`src/rtl/aes_ctrl_pkg.sv`:
```
// aes_ctrl_pkg: shared constants for the AES round sequencer.
//   - key length encodings (key_len input)
//   - FSM state encodings for aes_round_ctrl
//   - lookup functions Nk, Nr and expanded-word count per key length
package aes_ctrl_pkg;

    localparam logic [1:0] KL_128 = 2'd0;
    localparam logic [1:0] KL_192 = 2'd1;
    localparam logic [1:0] KL_256 = 2'd2;
    localparam logic [1:0] KL_RSV = 2'd3;

    localparam logic [2:0] ST_IDLE   = 3'd0;
    localparam logic [2:0] ST_KEYEXP = 3'd1;
    localparam logic [2:0] ST_INIT   = 3'd2;
    localparam logic [2:0] ST_ROUND  = 3'd3;
    localparam logic [2:0] ST_DONE   = 3'd4;

    function automatic logic [3:0] nk_of(input logic [1:0] kl);
        case (kl)
            KL_192:  return 4'd6;
            KL_256:  return 4'd8;
            default: return 4'd4;
        endcase
    endfunction

    function automatic logic [3:0] nr_of(input logic [1:0] kl);
        case (kl)
            KL_192:  return 4'd12;
            KL_256:  return 4'd14;
            default: return 4'd10;
        endcase
    endfunction

    function automatic logic [5:0] words_of(input logic [1:0] kl);
        case (kl)
            KL_192:  return 6'd52;
            KL_256:  return 6'd60;
            default: return 6'd44;
        endcase
    endfunction

endpackage

```
`src/rtl/aes_round_ctrl_kx.sv`:
```
// aes_kx_counter: key-expansion word counter.
//   clk, rst    : clock, synchronous active-high reset
//   load        : start a new expansion at i = nk_in (captures Nk)
//   step        : advance to the next word
//   nk_in       : Nk for the run being loaded
//   widx        : word index i
//   rcon        : Rcon index i/Nk
//   rot         : i mod Nk == 0
//   sub         : Nk == 8 and i mod 8 == 4
// i mod Nk and i/Nk are tracked incrementally by a phase counter that wraps
// at Nk and bumps rcon on each wrap, so no divider is needed.
module aes_kx_counter
    import aes_ctrl_pkg::*;
(
    input  logic       clk,
    input  logic       rst,
    input  logic       load,
    input  logic       step,
    input  logic [3:0] nk_in,
    output logic [5:0] widx,
    output logic [3:0] rcon,
    output logic       rot,
    output logic       sub
);

    logic [3:0] nk_q;
    logic [3:0] phase;

    always_ff @(posedge clk) begin
        if (rst) begin
            nk_q  <= '0;
            widx  <= '0;
            phase <= '0;
            rcon  <= '0;
        end else if (load) begin
            nk_q  <= nk_in;
            widx  <= {2'b00, nk_in};
            phase <= '0;
            rcon  <= 4'd1;
        end else if (step) begin
            widx <= widx + 6'd1;
            if (phase == nk_q - 4'd1) begin
                phase <= '0;
                rcon  <= rcon + 4'd1;
            end else begin
                phase <= phase + 4'd1;
            end
        end
    end

    assign rot = (phase == 4'd0);
    assign sub = (nk_q == 4'd8) && (phase == 4'd4);

endmodule

```
`src/rtl/aes_round_ctrl.sv`:
```
// aes_round_ctrl: iterative sequencer for the shared AES datapath.
// Runs key expansion one word per cycle, then the initial AddRoundKey and
// Nr rounds (forward or inverse), then pulses done.
//   clk, rst   : clock, synchronous active-high reset
//   start      : run request, sampled only in IDLE
//   key_len    : 0/1/2 = AES-128/192/256, 3 = reserved (err)
//   decrypt    : direction, latched at start
//   key_new    : key rewritten since last run (key cache only)
//   busy       : run in progress (cycle after start through done)
//   done       : one-cycle completion pulse
//   err        : one-cycle pulse the cycle after a start with key_len = 3
//   kx_*       : key-expansion controls (enable, word index, rot, sub, rcon)
//   rnd_en, rk_idx, rnd_first, rnd_last, inv : round unit controls
// Build option: AES_KEY_CACHE_EN skips key expansion when the key and
// key length are unchanged since the last completed expansion.
module aes_round_ctrl
    import aes_ctrl_pkg::*;
(
    input  logic       clk,
    input  logic       rst,
    input  logic       start,
    input  logic [1:0] key_len,
    input  logic       decrypt,
    input  logic       key_new,
    output logic       busy,
    output logic       done,
    output logic       err,
    output logic       kx_en,
    output logic [5:0] kx_widx,
    output logic       kx_rot,
    output logic       kx_sub,
    output logic [3:0] kx_rcon,
    output logic       rnd_en,
    output logic [3:0] rk_idx,
    output logic       rnd_first,
    output logic       rnd_last,
    output logic       inv
);

    logic [2:0] state;
    logic [1:0] kl;
    logic       inv_q;
    logic [3:0] rnd;
    logic       err_q;
    logic [3:0] nr;
    logic [5:0] last_word;
    logic       accept;
    logic       bad;
    logic       cache_hit;
    logic       kx_load;
    logic       kx_last;
    logic [5:0] widx;
    logic [3:0] rcon;
    logic       rot;
    logic       sub;

    assign nr        = nr_of(kl);
    assign last_word = words_of(kl) - 6'd1;
    assign accept    = (state == ST_IDLE) && start && (key_len != KL_RSV);
    assign bad       = (state == ST_IDLE) && start && (key_len == KL_RSV);
    assign kx_load   = accept && !cache_hit;
    assign kx_last   = (state == ST_KEYEXP) && (widx == last_word);

`ifdef AES_KEY_CACHE_EN
    logic       cache_valid;
    logic [1:0] cache_kl;

    assign cache_hit = cache_valid && !key_new && (key_len == cache_kl);

    always_ff @(posedge clk) begin
        if (rst) begin
            cache_valid <= 1'b0;
            cache_kl    <= '0;
        end else if (bad) begin
            cache_valid <= 1'b0;
        end else if (kx_last) begin
            cache_valid <= 1'b1;
            cache_kl    <= kl;
        end
    end
`else
    logic unused_key_new;
    assign unused_key_new = key_new;
    assign cache_hit      = 1'b0;
`endif

    aes_kx_counter u_kx (
        .clk   (clk),
        .rst   (rst),
        .load  (kx_load),
        .step  (state == ST_KEYEXP),
        .nk_in (nk_of(key_len)),
        .widx  (widx),
        .rcon  (rcon),
        .rot   (rot),
        .sub   (sub)
    );

    always_ff @(posedge clk) begin
        if (rst) begin
            state <= ST_IDLE;
            kl    <= '0;
            inv_q <= 1'b0;
            rnd   <= '0;
            err_q <= 1'b0;
        end else begin
            err_q <= bad;
            case (state)
                ST_IDLE: begin
                    if (accept) begin
                        kl    <= key_len;
                        inv_q <= decrypt;
                        state <= cache_hit ? ST_INIT : ST_KEYEXP;
                    end
                end
                ST_KEYEXP: begin
                    if (kx_last) state <= ST_INIT;
                end
                ST_INIT: begin
                    rnd   <= 4'd1;
                    state <= ST_ROUND;
                end
                ST_ROUND: begin
                    if (rnd == nr) state <= ST_DONE;
                    else           rnd   <= rnd + 4'd1;
                end
                ST_DONE: begin
                    rnd   <= '0;
                    state <= ST_IDLE;
                end
                default: state <= ST_IDLE;
            endcase
        end
    end

    assign busy      = (state != ST_IDLE);
    assign done      = (state == ST_DONE);
    assign err       = err_q;
    assign kx_en     = (state == ST_KEYEXP);
    assign kx_widx   = kx_en ? widx : '0;
    assign kx_rot    = kx_en && rot;
    assign kx_sub    = kx_en && sub;
    assign kx_rcon   = kx_en ? rcon : '0;
    assign rnd_first = (state == ST_INIT);
    assign rnd_en    = rnd_first || (state == ST_ROUND);
    assign rnd_last  = (state == ST_ROUND) && (rnd == nr);
    assign inv       = inv_q && busy;

    always_comb begin
        rk_idx = '0;
        if (state == ST_INIT)       rk_idx = inv_q ? nr : 4'd0;
        else if (state == ST_ROUND) rk_idx = inv_q ? (nr - rnd) : rnd;
    end

endmodule

```
`config.mk`:
```
export PLATFORM = sky130hd
export DESIGN_NAME = aes_round_ctrl
export DESIGN_NICKNAME = d
export VERILOG_FILES = /design/src/rtl/aes_ctrl_pkg.sv /design/src/rtl/aes_round_ctrl_kx.sv /design/src/rtl/aes_round_ctrl.sv
export SDC_FILE = /design/constraint.sdc
export NUM_CORES = 1
export LEC_CHECK = 0
export CORE_MARGIN = 3
export CORE_UTILIZATION = 30
export DETAILED_ROUTE_END_ITERATION = 6
export GPL_ROUTABILITY_DRIVEN = 0
export SYNTH_ARGS = -nofsm -noshare
export SYNTH_HDL_FRONTEND = slang
export SYNTH_HIERARCHICAL = 1
export SYNTH_SLANG_ARGS = --single-unit
```
`constraint.sdc`:
```
create_clock -name clk -period 2.55 [get_ports clk]
set_input_delay 0.3825 -clock clk [delete_from_list [all_inputs] [get_ports clk]]
set_output_delay 0.3825 -clock clk [all_outputs]
set_load 0.02 [all_outputs]
```
==> flow_summary_export.csv <==
group,metric,value,unit
run_status,outcome,"finished clean",
sta,rsz0062_at_grt,"false",
sta,timing.hold.ws,493.2,ps
yosys,synth-edff-count,0,
layout,areaGrowthSynthToFinish,30.93,%
global_routing,grt_start_max_net_pins,25,
yosys,async_flop_share,0,
clock_network,htree_levels,2,
placed_design,placed_cells,330,
routing,wl_per_cell,12.72,um
critical_path,crit_type,"flop to output port",
sta,clock.fmax,415.3,MHz
yosys,ys_seq_elements,29,
critical_path,path_buf_inv,3,
floorplanning,die_area,7111,um2
global_routing,antenna_found_initial,0,
yosys,synth_top_family_by_area,"simple AND/OR/NAND/NOR gates",
job,maxCapViolations,0,
yosys,synth_cells,221,
layout,n_fill_cell,577,
floorplanning,start_util,0.3224,
global_routing,track_usage,0.1290,
yosys,ys_warn_count,6,
min_path,worstHoldPathType,"flop to flop",
yosys,synthAdderAreaFrac,0.07886,
floorplanning,die_w,84.33,um
yosys,syn_area,1841,um2
clock_network,clk_pin_slew_worst_paths,70,ps
routing,drcViolationCount,0,
yosys,synth_compound_area_frac,0.1360,
critical_path,critPathMaxFanout,24,
critical_path,crit_slowest_cell,"clkdlybuf4s50_1",
global_routing,grt-ovfl-total,0,
sta,min_period_over_period,0.9442,
power,p_leak,1.035,nW
clock_network,cts_sinks,29,
layout,drive_above_1_share,0.1353,
critical_path,slowest_delay,620,ps
clock_network,clk_path_buf_depth,2,
critical_path,crit_required,2170,ps
routing,finalWirelength,4.301,mm
placed_design,portBuffers,29,
yosys,ys_seq_area_frac,0.3154,
routing,antenna_left,0,
sta,fin_crit,2408,ps
power,irDropWorstVdd,0.2351,mV
power,p_total,1.194,mW
routing,via_per_inst,4.828,
critical_path,start_kind,"flop",
floorplanning,row_count,27,
sta,report.final.slew_viol_count,0,
floorplanning,ioPinCount,31,
sta,fin_skew,8.516,ps
clock_network,insertion_delay,280,ps
clock_network,postCtsSetupBuffers,0,
clock_network,clockRootBuffer,"clkbuf_8",
sta,finalHoldViolCount,0,
floorplanning,fp.coreArea,5709,um2
power,pwr_density_cell,495.5,nW/um2
global_routing,grt_pass1_wl,7.610,mm
layout,fin_cells,338,
yosys,synth_cell_types,50,
critical_path,path_cells,"or3b_2 > inv_1 > buf_12 > clkdlybuf4s50_1",
routing,num_vias,1632,
yosys,synthSimpleGateAreaFrac,0.2692,
sta,setup_violations,0,
layout,fin_nets,283,
routing,drt_first_pass_iters,4,
layout,diodes,0,
clock_network,numCtsBuffers,5,
routing,dr.first_iter.drc_count,62,
yosys,synthMuxAreaShare,0.06050,
critical_path,worstPathArrival,2030,ps
yosys,synth_xor_area_frac,0.08362,
critical_path,worstSetupEndpointType,"output port",
critical_path,path_delay_family,"buffers and inverters",
floorplanning,die_y,84.33,um
global_routing,grt_pass1_vias,1629,
yosys,avgSynthCellArea,8.328,um2
yosys,synth_flop_cell,"dfxtp_1",
clock_network,cts_tree,"done",
placed_design,dp_hpwl,3.136,mm
[metrics by stage]
| stage | setup slack, ps | util | setup TNS (ps) | cell area, um2 |
|---|---|---|---|---|
| global route | 6.914 | 0.4221 | 0 | 2410 |
| floorplan | 266.5 | - | 0 | 1844 |
| finish | 142.4 | 0.4221 | 0 | 2410 |
| global placement | 16.73 | 0.4059 | 0 | 2317 |
| CTS | -4.193 | 0.4238 | -4.193 | 2420 |
| detailed placement | 14.36 | 0.4059 | 0 | 2317 |
[cells in the final DEF, fill, tap and decap left out, drive strengths merged, types with 2 or more instances in the layout]
master	count
clkbuf	8
mux2i	10
xnor2	9
nand3	2
o21ai	3
or2	2
and2	13
xor2	6
nor2	22
a211oi	2
or4	2
a21oi	9
o31ai	4
o211ai	2
dlygate4sd2	13
nand2	15
a21boi	2
or3	2
nand4	6
nand4b	2
nand3b	3
a31oi	4
inv	18
dfxtp	29
conb	2
clkdlybuf4s50	12
ha	10
nor3	9
buf	16
nand2b	4
o21a	3
or3b	2
[flip-flops by register name, indices dropped and copies added, names as in the netlist]
register,count
u_kx/widx,6
rnd,4
u_kx/nk_q,4
u_kx/phase,4
u_kx/rcon,4
state,3
kl,2
err,1
inv_q,1
[path summary, 6_finish.rpt]
| check | from | endpoint | slack, ps | depth (start not counted) |
|---|---|---|---|---|
| max reg2reg | state[1]$_SDFFE_PP0P_ | u_kx/rcon[0]$_SDFFE_PP0P_ | 460 | 6 |
| max | state[1]$_SDFFE_PP0P_ | kx_en | 140 | 4 |
| min reg2reg | u_kx/rcon[1]$_SDFFE_PP0P_ | u_kx/rcon[1]$_SDFFE_PP0P_ | 490 | 2 |
| min | u_kx/rcon[1]$_SDFFE_PP0P_ | u_kx/rcon[1]$_SDFFE_PP0P_ | 490 | 2 |
[cells in the mapped netlist (4+ instances only)]
master | number | area (um2)
a21oi_1 | 9 | 45.04
a31oi_1 | 4 | 25.02
and2_1 | 13 | 81.33
clkbuf_1 | 6 | 22.52
dfxtp_1 | 29 | 580.6
ha_1 | 10 | 125.1
inv_1 | 18 | 67.56
mux2i_1 | 10 | 100.1
nand2_1 | 15 | 56.30
nand2b_1 | 4 | 25.02
nand4_1 | 6 | 37.54
nor2_1 | 22 | 82.58
nor3_1 | 9 | 45.04
o31ai_1 | 4 | 30.03
xnor2_1 | 9 | 78.83
xor2_1 | 6 | 52.55
[where the power goes]
part | switching [mW] | internal [mW] | total (mW)
clock network | 0.193 | 0.318 | 0.510
logic | 0.102 | 0.0930 | 0.195
registers | 0.0195 | 0.469 | 0.489
[cells by family (layout without fill, tap and decap cells)]
group,count (synthesis),in the layout
AOI/OAI and AO/OA,36,36
buffers and inverters,26,70
other,1,2
xor gates and xnor gates,16,16
muxes,11,11
and+or+nand+nor,91,91
adders and majority gates,11,11
DFF,29,29
[timing repair]
action,4_1_cts,5_1_grt
endpoints found under the hold margin,0,0
gates resized for setup,18,8
hold buffers,0,0
endpoints found under the setup margin,16,5
[layout make-up]
| class | instances | area, um2 | share of cell area |
|---|---|---|---|
| inverters | 18 | 67.56 | 0.02804 |
| clock inverters | 2 | 37.54 | 0.01558 |
| well taps | 72 | 90.09 | 0.03738 |
| flip-flops and latches | 29 | 581.8 | 0.2414 |
| multi-input cells | 167 | 1164 | 0.4829 |
| repair buffers | 44 | 386.6 | 0.1604 |
| clock buffers | 6 | 82.58 | 0.03427 |
[metal layers]
layer / global-route usage / part of all wire / vias to the layer above
met3: 0.03140 / 0.039 / 6
met4: 0.04825 / 0.014 / 0
met1: 0.1658 / 0.49 / 741
met2: 0.2088 / 0.46 / 30
li1: - / - / 855
met5: 0 / 0 / -
[worst reg2reg max path, cell delays in order, from the launching register on]
cell and delay, ps:
dfxtp_2 360, or3b_2 490, inv_1 110, buf_12 170
nand3_1 190, or4_1 540, a31oi_1 160
Power figures use the tool's default switching activity.
